[src/rtl/control_fsm_if.sv]
// control_fsm_if: control bundle between the multi-cycle control unit and the RV32I datapath.
//   instr     current instruction word (held stable from IF through WB)
//   Zero      ALU zero flag from the datapath
//   memReady  data memory has completed the access requested in MEM
//   PCSrc, ALUSrc, RegWrite, MemToReg, ALUCtrl, loadPC, MemRead, MemWrite  datapath controls
//   instret   retired-instruction count
// The master modport is the control unit; the slave modport is the datapath side.
interface control_fsm_if;
  logic [31:0] instr;
  logic        Zero;
  logic        memReady;
  logic        PCSrc;
  logic        ALUSrc;
  logic        RegWrite;
  logic        MemToReg;
  logic [3:0]  ALUCtrl;
  logic        loadPC;
  logic        MemRead;
  logic        MemWrite;
  logic [31:0] instret;

  modport master (
    input  instr, Zero, memReady,
    output PCSrc, ALUSrc, RegWrite, MemToReg, ALUCtrl, loadPC, MemRead, MemWrite, instret
  );

  modport slave (
    output instr, Zero, memReady,
    input  PCSrc, ALUSrc, RegWrite, MemToReg, ALUCtrl, loadPC, MemRead, MemWrite, instret
  );
endinterface

[src/rtl/control_fsm.sv]
// control_fsm: multi-cycle RV32I control unit. Sequences each instruction through
// IF -> ID -> EX -> MEM -> WB, holding MEM for LW/SW until memReady, and drives the
// datapath controls as Moore outputs of the state gated by instruction decode.
// Ports:
//   clk  rising-edge clock
//   rst  asynchronous active-low reset
//   bus  control_fsm_if.master (instr/Zero/memReady in; controls and instret out)
module control_fsm (
  input  logic          clk,
  input  logic          rst,
  control_fsm_if.master bus
);

  localparam logic [3:0] ALU_AND = 4'b0000;
  localparam logic [3:0] ALU_OR  = 4'b0001;
  localparam logic [3:0] ALU_ADD = 4'b0010;
  localparam logic [3:0] ALU_SUB = 4'b0110;
  localparam logic [3:0] ALU_SLT = 4'b0111;
  localparam logic [3:0] ALU_SRL = 4'b1000;
  localparam logic [3:0] ALU_SLL = 4'b1001;
  localparam logic [3:0] ALU_SRA = 4'b1010;
  localparam logic [3:0] ALU_XOR = 4'b1101;

  localparam logic [6:0] OpR   = 7'b0110011;
  localparam logic [6:0] OpI   = 7'b0010011;
  localparam logic [6:0] OpLw  = 7'b0000011;
  localparam logic [6:0] OpSw  = 7'b0100011;
  localparam logic [6:0] OpBeq = 7'b1100011;

  typedef enum logic [2:0] {StIf, StId, StEx, StMem, StWb} state_e;

  state_e      state_q, state_d;
  logic [31:0] instret_q, instret_d;

  logic [6:0] opcode;
  logic [2:0] funct3;
  logic       funct7_b5;
  logic       is_r, is_i, is_lw, is_sw, is_beq;
  logic       unused_instr;

  assign opcode    = bus.instr[6:0];
  assign funct3    = bus.instr[14:12];
  assign funct7_b5 = bus.instr[30];
  assign unused_instr = ^{bus.instr[31], bus.instr[29:15], bus.instr[11:7]};

  assign is_r   = (opcode == OpR);
  assign is_i   = (opcode == OpI);
  assign is_lw  = (opcode == OpLw);
  assign is_sw  = (opcode == OpSw);
  assign is_beq = (opcode == OpBeq);

  // ALU decode is purely combinational from instr, valid in every state.
  always_comb begin
    bus.ALUCtrl = ALU_ADD;
    bus.ALUSrc  = 1'b0;
    if (is_r || is_i) begin
      bus.ALUSrc = is_i;
      unique case (funct3)
        3'b000:  bus.ALUCtrl = (is_r && funct7_b5) ? ALU_SUB : ALU_ADD;
        3'b111:  bus.ALUCtrl = ALU_AND;
        3'b110:  bus.ALUCtrl = ALU_OR;
        3'b100:  bus.ALUCtrl = ALU_XOR;
        3'b010:  bus.ALUCtrl = ALU_SLT;
        3'b001:  bus.ALUCtrl = ALU_SLL;
        3'b101:  bus.ALUCtrl = funct7_b5 ? ALU_SRA : ALU_SRL;
        default: bus.ALUCtrl = ALU_ADD;
      endcase
    end else if (is_lw || is_sw) begin
      bus.ALUSrc = 1'b1;
    end else if (is_beq) begin
      bus.ALUCtrl = ALU_SUB;
    end
  end

  assign bus.MemToReg = is_lw;

  // Next state, Moore strobes and retire count.
  always_comb begin
    state_d      = state_q;
    instret_d    = instret_q;
    bus.RegWrite = 1'b0;
    bus.loadPC   = 1'b0;
    bus.MemRead  = 1'b0;
    bus.MemWrite = 1'b0;
    bus.PCSrc    = 1'b0;
    unique case (state_q)
      StIf: state_d = StId;
      StId: state_d = StEx;
      StEx: state_d = StMem;
      StMem: begin
        bus.MemRead  = is_lw;
        bus.MemWrite = is_sw;
        // Only memory ops wait; memReady is ignored for everything else.
        if (!(is_lw || is_sw) || bus.memReady) begin
          state_d = StWb;
        end
      end
      StWb: begin
        bus.RegWrite = is_r || is_i || is_lw;
        bus.loadPC   = 1'b1;
        bus.PCSrc    = is_beq && bus.Zero;
        state_d      = StIf;
        instret_d    = instret_q + 32'd1;
      end
      default: state_d = StIf;
    endcase
  end

  assign bus.instret = instret_q;

  always_ff @(posedge clk or negedge rst) begin
    if (!rst) begin
      state_q   <= StIf;
      instret_q <= 32'd0;
    end else begin
      state_q   <= state_d;
      instret_q <= instret_d;
    end
  end

endmodule

[src/flat_wrapper.sv]
// flat-port wrapper written by rule: the top's interface ports become plain ports
module control_fsm_flat 
  (clk, rst, bus_instr, bus_Zero, bus_memReady, bus_PCSrc, bus_ALUSrc, bus_RegWrite, bus_MemToReg, bus_ALUCtrl, bus_loadPC, bus_MemRead, bus_MemWrite, bus_instret);
  control_fsm_if bus_i ();
  input  logic clk;
  input  logic rst;
  input wire logic [$bits(bus_i.instr)-1:0] bus_instr;
  input wire logic [$bits(bus_i.Zero)-1:0] bus_Zero;
  input wire logic [$bits(bus_i.memReady)-1:0] bus_memReady;
  output wire logic [$bits(bus_i.PCSrc)-1:0] bus_PCSrc;
  output wire logic [$bits(bus_i.ALUSrc)-1:0] bus_ALUSrc;
  output wire logic [$bits(bus_i.RegWrite)-1:0] bus_RegWrite;
  output wire logic [$bits(bus_i.MemToReg)-1:0] bus_MemToReg;
  output wire logic [$bits(bus_i.ALUCtrl)-1:0] bus_ALUCtrl;
  output wire logic [$bits(bus_i.loadPC)-1:0] bus_loadPC;
  output wire logic [$bits(bus_i.MemRead)-1:0] bus_MemRead;
  output wire logic [$bits(bus_i.MemWrite)-1:0] bus_MemWrite;
  output wire logic [$bits(bus_i.instret)-1:0] bus_instret;
  assign bus_i.instr = bus_instr;
  assign bus_i.Zero = bus_Zero;
  assign bus_i.memReady = bus_memReady;
  assign bus_PCSrc = bus_i.PCSrc;
  assign bus_ALUSrc = bus_i.ALUSrc;
  assign bus_RegWrite = bus_i.RegWrite;
  assign bus_MemToReg = bus_i.MemToReg;
  assign bus_ALUCtrl = bus_i.ALUCtrl;
  assign bus_loadPC = bus_i.loadPC;
  assign bus_MemRead = bus_i.MemRead;
  assign bus_MemWrite = bus_i.MemWrite;
  assign bus_instret = bus_i.instret;
  control_fsm u_core (.clk(clk), .rst(rst), .bus(bus_i));
endmodule
[config.mk]
export PLATFORM = sky130hd
export DESIGN_NAME = control_fsm_flat
export DESIGN_NICKNAME = d
export VERILOG_FILES = /design/src/rtl/control_fsm_if.sv /design/src/rtl/control_fsm.sv /design/src/flat_wrapper.sv
export SDC_FILE = /design/constraint.sdc
export NUM_CORES = 1
export LEC_CHECK = 0
export CORE_MARGIN = 4
export CORE_UTILIZATION = 45
export CTS_BUF_LIST = sky130_fd_sc_hd__clkbuf_4 sky130_fd_sc_hd__clkbuf_8
export DETAILED_ROUTE_END_ITERATION = 8
export PLACE_DENSITY = 0.85
export SLEW_MARGIN = 20
export SYNTH_ARGS = -nofsm -noshare
export SYNTH_HDL_FRONTEND = slang
export SYNTH_SLANG_ARGS = --single-unit
[constraint.sdc]
create_clock -name clk -period 3.7 [get_ports clk]
set_input_delay 0.555 -clock clk [delete_from_list [all_inputs] [get_ports clk]]
set_output_delay 0.555 -clock clk [all_outputs]
set_load 0.05 [all_outputs]
After elaboration in Yosys (flattened, before gate mapping)
Index checks and enable logic that the tools add are counted.
{"block": "op_classes", "add_sub_neg": 1, "n_eq_ne": 16, "n_mux": 15, "n_reduce_logical": 9}
{"cell": "32-bit by 1-bit adder with 32-bit output (second input constant)", "n": 1}
{"cell": "4-bit case mux with 7 select lines", "n": 1}
{"cell": "3-bit == test (second input constant)", "n": 5}
{"cell": "7-bit by 6-bit == test with 1-bit output (second input constant)", "n": 2}
{"cell": "3-bit case mux with 4 select lines", "n": 1}
{"cell": "3-bit by 2-bit == test with 1-bit output (second input constant)", "n": 3}
{"cell": "3-bit 2-to-1 mux", "n": 3}
{"cell": "4-bit 2-to-1 mux", "n": 2}
{"cell": "7-bit by 2-bit == test with 1-bit output (second input constant)", "n": 1}
{"cell": "7-bit by 5-bit == test with 1-bit output (second input constant)", "n": 1}
{"cell": "7-bit == test (second input constant)", "n": 1}
{"cell": "1-bit 2-to-1 mux", "n": 7}
{"cell": "3-bit by 1-bit == test with 1-bit output (second input constant)", "n": 2}
{"cell": "3-bit zero test", "n": 2}
{"cell": "1-bit logical OR", "n": 4}
{"cell": "1-bit logical AND", "n": 2}
{"cell": "2-bit 2-to-1 mux", "n": 1}
{"cell": "2-bit by 1-bit != test with 1-bit output (second input constant)", "n": 1}
{"cell": "1-bit zero test", "n": 1}
{"block": "totals", "regBits": 35, "input_bits": 36, "output_inout_bits": 43, "elab_cells": 43}

Depth between registers and ports, before layout
{"block": "logic_depth", "ltp_word": 6, "mapped_depth": 5, "ltp_nobuf": 5}

Worst setup path after synthesis
OpenSTA, ideal clock, no wires.
{"block": "synth_path", "path_kind": "input to output", "start": "input port bus_instr[2]", "end": "output port bus_MemRead", "t_arrival_ps": 2697, "required_time_ps": 3145, "slack_ps": 448, "stages": 3, "n_path_buf": 0, "cell_sequence": "nand4bb_1 or3_1 nor4_1"}
{"block": "synth_via", "elab_chain_len": 2}
{"item": "start: declaration", "line": "flat_wrapper.sv:7", "rtl": "input wire logic [$bits(bus_i.instr)-1:0] bus_instr;"}
{"item": "7-bit by 2-bit == test with 1-bit output", "line": "control_fsm.sv:48", "rtl": "assign is_lw = (opcode == OpLw);"}
{"item": "1-bit 2-to-1 mux", "line": "control_fsm.sv:86", "rtl": "unique case (state_q)"}
{"item": "end: declaration", "line": "flat_wrapper.sv:16", "rtl": "output wire logic [$bits(bus_i.MemRead)-1:0] bus_MemRead;"}
Every way passes these cells.

Worst setup path in the final report
{"block": "layout_path", "start": "input port bus_instr[4]", "end": "output port bus_MemRead"}
The elaborated chain is that of the path after synthesis.

==> run metrics <==
Reg2Reg Depth 4; Flop pwr share between 40 and 50%; ranking of synthesized cells by area dfrtp_1 (49%), xor2_1 (7.9%), xnor2_1 (7.4%), nand2_1 (4.4%), nand3_1 (3.7%); most frequent cell after synthesis dfrtp_1; P_int approximately 730 uW; Tot Pwr approximately 1.1 mW; Compound-Gate Fraction of Synth Area 1.76%; Setup Buffers After CTS 0; CTS Root Cell clkbuf_8; post-route antenna net violation count 0; largest net degree at the start of global routing 36; CTS tree yes; CTS resizes 0; input/output buffers 57; worst-skew pair later-pin latency between 0.2 and 0.3 ns; die outline height between 70 and 80 microns; total wire length 4.19 mm; cts-stage hold buffer count 0; # rows 22; io pins 79; width of the chip 70.9 microns; Final period util 85.8%; number of remaining DRC errors 0; fin util roughly two thirds; antenna violations before repair 0; area share of the largest cell type after synthesis a little under 50%; GPL Wtd Cong around 0.76; worst hold stages 1; routed len/inst between 10 and 15 microns; Pre-Repair DR Iteration Count 4; total track usage 17.9%; dominant cell type by area after synthesis dfrtp_1; HP Class flop to flop; P&R area growth vs syn 41.9%; fraction of registers with async set/reset 100%; DIE AREA 5020 sq um; core area between 3000 and 4000 sq um; fill count 320; post-synthesis sequential area ratio 49.2%; Pleak 1.08 nW; HP Start u_core.bus.instret[31]; Tmin final between 3 and 4 ns; Worst setup SP type input port; Gate power share 23.0%; Max Clock Freq approximately 310 MHz; Post-Place Cells approximately 280; starting density of the core 47.5%; Final Hold Fails 0; worst hold endpoint u_core.bus.instret[31]; vias in the first global route between 1500 and 2000; Net Count, Synth 213; Post-Route Skew approximately 0.009 ns; CP endpoint kind output pin; slew margin rel. 51.6%; Sw Share ~32%; VDD IR max roughly 290 uV; XOR/XNOR Fraction of Synth Area between 10% and 20%; Yosys Warn Count 0; drt via density between 5 and 6; Main synth FF type dfrtp_1; post-layout net count between 200 and 300; DP Area 2410 sq um; # clock sinks 35; clk slew on worst S/H paths ~0.07 ns; Setup Crit Path Kind input port to output pin; Clk pwr share between 30% and 40%; Synth Area per Inst about 10 sq um; busiest grt layer met2; Cell variety after synth 33; DP HPWL 3.14 mm; reg-to-reg slack, setup between 1 and 1.5 ns; Sw Pwr about 350 uW; Post-synth EDFFs 0; Vias roughly 1500; PwrDens between 400 and 500 nW/um^2; status completed; CP startpoint bus_instr[4]; GRT met3 Usage 5.97%; cts bufs inserted 5; fin cells 289; antenna cells 0; DR iter-0 viols around 100; Max-Cap Viols 0; first-pass GRT wire length 7.10 mm; Mapped Cells 176; met1 usage a little under a fifth; largest family of logic cells by synthesized area simple AND/OR/NAND/NOR gates; RSZ-0062 raised after global routing no; worst-path fanout max 7; Place WS approximately 0.50 ns; Seq cells post-synth 35; CP arrival 2.62 ns; WHS ~0.47 ns; r2r endpoint u_core.bus.instret[25]; top post-synthesis cells by count dfrtp_1 (35), nand2_1 (21), xor2_1 (16); final worst slack 0.525 ns; r2r startpoint u_core.state_q[2]; Final TNS setup 0 ns; Least-Margin Pin Slew roughly 0.72 ns; grt ovf 0; simple-gate share of the synthesized area between 30% and 40%; final instance area approximately 2500 sq um; Post-Syn Area between 1500 and 2000 sq um; # setup viols final 0; Synth Area in Adders less than 1%; Slew Viols, Final 0; share of layout cells above drive strength 1 under 10%; mux contribution to synthesized area 0%; CTS H-Tree Depth 2; WP data required 3.14 ns; grt met2 use between 30% and 40%; CTS Buffer Depth 2
## sequential cells by signal, summed over array words and instances, names as in the netlist
| signal | cells |
|---|---|
| u_core.state_q | 3 |
| u_core.bus.instret | 32 |
## worst max-delay path, cell delays in order
cell,delay [ns]
clkdlybuf4s50_1,0.51
or3_1,0.45
nor4_1,0.24
clkdlybuf4s50_1,0.86
## how the worst max path moves through the flow
stage,endpoint,depth (start not counted),slack (ns)
2_1_floorplan,bus_MemRead,3,0.45
6_report,bus_MemRead,4,0.53
4_1_cts,bus_MemRead,5,0.51
3_3_place_gp,bus_MemRead,4,0.54
5_1_grt,bus_MemRead,4,0.38
3_5_place_dp,bus_MemRead,5,0.50
## cell type report
cell class	count	area (sq um)	share of cell area (%)
Sequential cell	35	876	34.7
Multi-Input combinational cell	135	870	34.4
Timing Repair Buffer	60	591	23.4
Clock buffer	6	82.6	3.27
Tap cell	48	60.1	2.38
Clock inverter	2	35.0	1.39
Inverter	3	11.3	0.446
## power by group through the flow
stage	Clock, mW	Combinational, mW	Sequential, mW
5_1_grt	0.375	0.268	0.486
2_1_floorplan	0	0.0861	0.547
3_5_place_dp	0	0.250	0.484
6_report	0.354	0.249	0.477
3_3_place_gp	0	0.243	0.482
4_1_cts	0.357	0.253	0.477
## metal layers
metal | vias up | wire length, microns
li1 | 745 | -
met2 | 62 | 2130
met1 | 732 | 1580
met4 | 0 | 95
met5 | - | 0
met3 | 9 | 372
## layout by cell type (no fill, tap or decap), types with 2 or more instances in the layout
cell type        instances
nand2_1                 21
nor4_1                   5
nor4_2                   2
and3_1                   4
nor2_1                  13
nand3_1                 13
nor3_1                  12
xnor2_1                 15
xor2_1                  16
a21oi_1                  3
and2_1                   5
inv_1                    3
buf_4                    4
nand4_1                  8
or4_4                    2
and4_1                   2
clkdlybuf4s50_1         56
clkbuf_8                 6
dfrtp_1                 35
## logic make-up after synthesis
| family | Yosys count |
|---|---|
| and+or+nand+nor | 97 |
| DFF | 35 |
| xor gates and xnor gates | 32 |
| buffers and inverters | 6 |
| AOI/OAI and AO/OA | 5 |
| adders and majority gates | 1 |
No activity file was read; power rests on OpenSTA's default activity.
